**src/rtl/mem_io_unit.sv**
```systemverilog
// Memory I/O unit: runs one load/store per memory-stage request on a valid/ready bus and stalls the pipeline until it completes.
// Optional bus wait timeout is enabled by defining MEM_IO_TIMEOUT_EN.
module mem_io_unit #(
  parameter int ADDR_W         = 17,
  parameter int TIMEOUT_CYCLES = 255
) (
  input  logic              clock,
  input  logic              nreset,
  input  logic              req_rd,
  input  logic              req_wr,
  input  logic [1:0]        req_be,
  input  logic              req_signed,
  input  logic [ADDR_W-1:0] address,
  input  logic [15:0]       mem_write_data,
  output logic [15:0]       mem_read_data,
  output logic              stall,
  output logic              bus_valid,
  input  logic              bus_ready,
  output logic              bus_we,
  output logic [1:0]        bus_be,
  output logic [ADDR_W-1:0] bus_addr,
  output logic [15:0]       bus_wdata,
  input  logic              bus_rvalid,
  input  logic [15:0]       bus_rdata,
  output logic              bus_error
);

  typedef enum logic [1:0] {IDLE, REQ, RESP, DONE} state_t;

  state_t            r_state;
  state_t            w_nextState;
  logic              r_busWe;
  logic              r_signed;
  logic [1:0]        r_busBe;
  logic [ADDR_W-1:0] r_busAddr;
  logic [15:0]       r_busWdata;
  logic [15:0]       r_readData;
  logic              w_request;
  logic              w_capture;
  logic              w_abort;

  // Both rd and wr high is treated as a store because r_busWe follows req_wr.
  function automatic logic [15:0] formatRead(input logic [1:0] be, input logic sgn,
                                             input logic [15:0] data);
    logic [7:0] lane;
    lane = be[0] ? data[7:0] : data[15:8];
    if (be == 2'b11) return data;
    return {{8{sgn & lane[7]}}, lane};
  endfunction

  assign w_request = (req_rd | req_wr) & (req_be != 2'b00);
  assign w_capture = ~r_busWe & bus_rvalid &
                     (((r_state == REQ) & bus_ready) | (r_state == RESP));

`ifdef MEM_IO_TIMEOUT_EN
  localparam logic [7:0] LP_TIMEOUT = 8'(TIMEOUT_CYCLES);
  logic [7:0] r_waitCnt;
  logic       r_busError;

  always_ff @(posedge clock or negedge nreset) begin
    if (!nreset) begin
      r_waitCnt <= 8'd0;
    end else if ((w_nextState == REQ || w_nextState == RESP) && w_nextState != r_state) begin
      r_waitCnt <= 8'd0;
    end else if (r_state == REQ || r_state == RESP) begin
      r_waitCnt <= r_waitCnt + 8'd1;
    end
  end

  // A completing handshake in the expiry cycle wins over the abort.
  assign w_abort = (r_waitCnt == LP_TIMEOUT) &
                   (((r_state == REQ) & ~bus_ready) | ((r_state == RESP) & ~bus_rvalid));

  always_ff @(posedge clock or negedge nreset) begin
    if (!nreset) r_busError <= 1'b0;
    else         r_busError <= w_abort;
  end
  assign bus_error = r_busError;
`else
  assign w_abort   = 1'b0;
  assign bus_error = 1'b0;
`endif

  always_ff @(posedge clock or negedge nreset) begin
    if (!nreset) r_state <= IDLE;
    else         r_state <= w_nextState;
  end

  always_comb begin
    w_nextState = r_state;
    case (r_state)
      IDLE: if (w_request) w_nextState = REQ;
      REQ: begin
        if (bus_ready)    w_nextState = (r_busWe | bus_rvalid) ? DONE : RESP;
        else if (w_abort) w_nextState = DONE;
      end
      RESP: if (bus_rvalid | w_abort) w_nextState = DONE;
      DONE: w_nextState = IDLE;
      default: w_nextState = IDLE;
    endcase
  end

  // Stall must rise in the request's first cycle, hence the combinational IDLE term.
  always_comb begin
    stall     = 1'b0;
    bus_valid = 1'b0;
    case (r_state)
      IDLE: stall = w_request;
      REQ: begin
        stall     = 1'b1;
        bus_valid = 1'b1;
      end
      RESP: stall = 1'b1;
      default: begin
        stall     = 1'b0;
        bus_valid = 1'b0;
      end
    endcase
  end

  always_ff @(posedge clock or negedge nreset) begin
    if (!nreset) begin
      r_busWe    <= 1'b0;
      r_signed   <= 1'b0;
      r_busBe    <= 2'b00;
      r_busAddr  <= '0;
      r_busWdata <= 16'h0000;
      r_readData <= 16'h0000;
    end else begin
      if (r_state == IDLE && w_request) begin
        r_busWe    <= req_wr;
        r_signed   <= req_signed;
        r_busBe    <= req_be;
        r_busAddr  <= address;
        r_busWdata <= mem_write_data;
      end
      if (w_capture)
        r_readData <= formatRead(r_busBe, r_signed, bus_rdata);
      else if (w_abort && !r_busWe)
        r_readData <= 16'h0000;
    end
  end

  assign bus_we        = r_busWe;
  assign bus_be        = r_busBe;
  assign bus_addr      = r_busAddr;
  assign bus_wdata     = r_busWdata;
  assign mem_read_data = r_readData;

endmodule
```
**config.mk**
```make
export PLATFORM = sky130hd
export DESIGN_NAME = mem_io_unit
export DESIGN_NICKNAME = d
export VERILOG_FILES = /design/src/rtl/mem_io_unit.sv
export SDC_FILE = /design/constraint.sdc
export NUM_CORES = 1
export LEC_CHECK = 0
export ABC_AREA = 1
export CELL_PAD_IN_SITES_DETAIL_PLACEMENT = 1
export CELL_PAD_IN_SITES_GLOBAL_PLACEMENT = 1
export CORE_MARGIN = 3
export CORE_UTILIZATION = 30
export DETAILED_ROUTE_END_ITERATION = 10
export GPL_TIMING_DRIVEN = 0
export PLACE_DENSITY = 0.82
export SETUP_SLACK_MARGIN = 0.05
export SYNTH_ARGS = -nofsm -noshare
export SYNTH_HDL_FRONTEND = slang
export SYNTH_SLANG_ARGS = --single-unit
```
**constraint.sdc**
```tcl
create_clock -name clock -period 2.5 [get_ports clock]
set_input_delay 0.625 -clock clock [delete_from_list [all_inputs] [get_ports clock]]
set_output_delay 0.625 -clock clock [all_outputs]
set_load 0.05 [all_outputs]
```
# Yosys cells after proc, flatten, opt, wreduce, memory -nomap -nowiden
# Cells that the tools add are included.
classes:
  n_eq_ne: 7
  n_reduce_logical: 5
  bitwise_logic: 9
  mux: 12
ops:
  columns: ["op", "n"]
  rows:
  - ["$mux W16", 2]
  - ["$mux W8", 1]
  - ["$pmux W2 S4", 1]
  - ["$eq A2 B2 Y1 const B", 3]
  - ["$mux W2", 3]
  - ["$ne A2 B2 Y1 const B", 3]
  - ["$and A1 B1 Y1", 5]
  - ["$mux W1", 4]
  - ["$or A1 B1 Y1", 3]
  - ["$reduce_and A3 Y1", 1]
  - ["$eq A2 B1 Y1 const B", 1]
  - ["$logic_not A2 Y1", 1]
  - ["$pmux W1 S2", 1]
  - ["$reduce_bool A2 Y1", 1]
  - ["$reduce_or A2 Y1", 1]
  - ["$logic_and A1 B1 Y1", 1]
  - ["$not A1 Y1", 1]
word_totals:
  wordCells: 40
  output_inout_bits: 55
  register_bits: 55
  in_bits: 58

# Logic depth before layout (Yosys ltp)
depth:
  ltp_word: 6
  depth_mapped: 8
  depth_no_buf: 8

# Least setup slack after synthesis
# No wires, ideal clock.
synth_path:
  path_kind: "input to output"
  startpoint: "in req_be[0]"
  endpoint: "out stall"
  path_buffers: 1
  stages: 5
  slack_ns: 0.119
  t_arrival_ns: 1.756
  cell_sequence: "inv_2 > nand2_1 > nand3_2 > buf_2 > a21oi_1"
synth_via:
  elab_chain_len: 3
synth_rtl:
  columns: ["item", "line", "text"]
  rows:
  - ["from (decl)", "11", "input logic [1:0] req_be,"]
  - ["$reduce_bool A2 Y1", "51", "assign w_request = (req_rd | req_wr) & (req_be != 2'b00);"]
  - ["$and A1 B1 Y1", "51", null]
  - ["$pmux W1 S2", "107", "case (r_state)"]
  - ["to (decl)", "16", "output logic stall,"]
# No other way between the ends.

# Final worst setup path
layout_path:
  startpoint: "in req_wr"
  endpoint: "out stall"
layout_via:
  elab_chain_len: 3
layout_rtl:
  columns: ["item", "line", "text"]
  rows:
  - ["from (decl)", "10", "input logic req_wr,"]
  - ["$or A1 B1 Y1", "51", null]
  - ["$and A1 B1 Y1", "51", null]
  - ["$pmux W1 S2", "107", null]
# No other way between the ends.

==> results.md <==
* Unrepaired setup endpoints after global routing: no
* Syn_nets at 366
* Mapped Area at 2670 um^2
* Power per cell area at 1510 nW/um^2
* Sequential cell area at 1380 um^2
* Initial core utilization at 31.6%
* Area after DPL at 3920 um^2
* Fin util at 48.3%
* Ys Warns at 0
* GRT Resource Usage Total at 15.7%
* Die Wd at 100 um
* Core box area at 8420 um^2
* Fillers at 1010
* Placed cells at 519
* Crit path top cell by count: buf_6
* Worst path cell trace: clkdlybuf4s50_1 > inv_2 > nand2_1 > nand3_2 > buf_6 > a21oi_4 > buf_6
* CP max stage delay at 0.47 ns
* Worst min path class: input port to asynchronous set/reset pin
* Cell count after synthesis at 302
* Peak supply drop at 0.604 mV
* Slowest CP cell: clkdlybuf4s50_1
* Die Y at 100 um
* Gpl congestion at 0.771
* Hpwl dp at 6.22 mm
* Clock-pin slew on the worst setup and hold paths at 0.09 ns
* Routed len/inst at 15.0 um
* Non-filler cells in the finished layout at 529
* Mean post-synth cell area at 8.82 um^2
* Clk Latency, worst-skew pair at 0.30 ns
* Slew margin rel. at 57.9%
* Remaining DRCs at 0
* Minimum clock period at 2.39 ns
* # nets final at 488
* Fmax achieved at 0.419 GHz
* Multi-input logic area at 976 um^2
* Status: finished, final reports clean
* Crit path buf inv count at 4
* Row cnt at 33
* Seq cells post-synth at 55
* Pin count of the biggest net entering global routing at 32
* TritonCTS clock tree: done
* Worst setup SP type: input port
* Post-route ant nets at 0
* # diodes at 0
* Top Ports at 113
* Clock sinks at 55
* Via density at 4.57
* IO Port Bufs at 111
* Final WL at 7.94 mm
* Vias in the first global route at 2614
* Gr ovfl total at 0
* Die area at 10100 um^2
* CTS H-Tree Depth at 2
* Root Buffer: clkbuf_8
* Hold Vio Cnt, Final at 0
* Max-slew violations at 0
* Max Root-Sink Buffers at 2
* CP required at 1.88 ns
* Fraction of layout cells with a size suffix above 1 at 15.3%
* Post-synthesis sequential area ratio at 51.6%
* Arrival @ worst endpoint at 1.76 ns
* Final setup viols at 0
* TritonCTS buffer count at 5
* Vias at 2420
* Worst Tran Pin Value at 0.631 ns
* Drt pass-1 iters at 4
* Fin area at 4070 um^2
* Delay-heaviest family, CP: buffers and inverters
* Hold buffers post-CTS at 0
* Antenna violations before repair at 0
* Path type of the worst setup path: input port to output port
* First-pass GRT wire length at 12.6 mm
* Crit end category: output port
* Worst-path fanout max at 3
* Max-cap violations at 0
* Final period util at 95.5%
* Post-synth cell types at 21
* Lkg Pwr at 0.00195 uW
* Fin Clk Skew at 0.00552 ns
* Area growth syn-to-layout at 52.6%
* DRT iter0 DRCs at 58
final cells by class:
type	count	area share (%)
sequential	55	33.8
timing repair buffer	115	28.2
multi-input combinational	182	24.0
inverter	50	4.61
buffer	15	3.57
tap	105	3.23
clock buffer	6	1.78
clock inverter	1	0.738
cell families (layout without fill, tap and decap cells):
| kind of cell | count (synthesis) | count (layout) | share of synthesized area (%) |
|---|---|---|---|
| buf+inv | 65 | 187 | 12.3 |
| flops | 55 | 55 | 51.6 |
| fa+ha+maj | 6 | 6 | 2.82 |
| simple gates | 113 | 113 | 18.7 |
| compound gates | 62 | 62 | 14.5 |
| other cells | 1 | 1 | 0.141 |
placed cells by master, fill, tap and decap left out, types with 9 or more instances in the layout:
master	count
nor2_1	16
buf_6	11
o21ai_0	13
nand2_1	65
nand3_1	18
o21ai_2	20
o21ai_1	19
a21oi_1	9
dfrtp_1	55
clkdlybuf4s50_1	108
inv_1	46
state kept, by name (all words and copies together) (netlist names):
name,cells
r_signed,1
r_state,2
bus_addr,17
mem_read_data,16
bus_be,2
bus_wdata,16
bus_we,1
report_power, final:
part / internal [uW] / leakage (uW) / total [uW] / switching (uW)
registers: 1320 / 0.000678 / 1580 / 262
logic: 1370 / 0.00122 / 3980 / 2610
clock network: 294 / 0.0000513 / 572 / 278
layer usage:
layer	part of all wire, %	vias up	wire length, um	GRT usage, %
met5	0	-	0	0
met4	0.33	0	26	2.80
met2	52	85	4120	28.6
met1	39	1158	3120	18.0
met3	8.5	2	677	5.14
li1	-	1175	-	-
synthesized netlist by cell type:
cell | n | share of area [%]
a21oi_1 | 10 | 1.9
buf_2 | 3 | 0.56
buf_4 | 3 | 0.85
buf_6 | 9 | 3.8
conb_1 | 1 | 0.14
dfrtp_1 | 55 | 52
ha_1 | 6 | 2.8
inv_1 | 46 | 6.5
inv_2 | 4 | 0.56
nand2_1 | 66 | 9.3
nand2_2 | 2 | 0.47
nand2_4 | 1 | 0.42
nand3_1 | 18 | 3.4
nand3_2 | 1 | 0.38
nor2_1 | 16 | 2.3
nor2_4 | 2 | 0.85
o21ai_0 | 13 | 2.4
o21ai_1 | 19 | 3.6
o21ai_2 | 20 | 6.6
or2_0 | 1 | 0.23
or2_2 | 6 | 1.4
stage by stage:
step,power [uW],TNS (ns),setup slack (ns),hold slack [ns]
floorplan,4190,0,0.119,0.329
global placement,5410,-57.91,-1.04,0.464
CTS,6160,0,0.0271,0.348
global route,6530,0,0.0315,0.347
detailed placement,5550,-0.670,-0.670,0.473
finish,6130,0,0.112,0.335
worst reg2reg max path: cells and delay by family (launching register included):
family,cells,cell delay (ns)
buf+inv,4,0.59
flops,1,0.47
fa+ha+maj,1,0.22
simple gates,2,0.18
compound gates,1,0.07
what timing repair did:
item | CTS | global route
buffers inserted | 0 | 3
resized for setup | 11 | 2
pin swaps | 1 | 1
setup endpoints to repair | 2 | 1
worst paths after layout:
check,startpoint,endpoint,slack (ns),depth (start not counted)
max,req_wr,stall,0.11,7
min,nreset,mem_read_data[0],0.33,1
max reg2reg,r_state[0],bus_wdata[13],0.85,8
min reg2reg,bus_addr[16],bus_addr[16],0.49,2
max in group asynchronous,nreset,bus_addr[14],1.58,2
min in group clock,bus_addr[16],bus_addr[16],0.49,2
(Power assumes the default switching activity.)
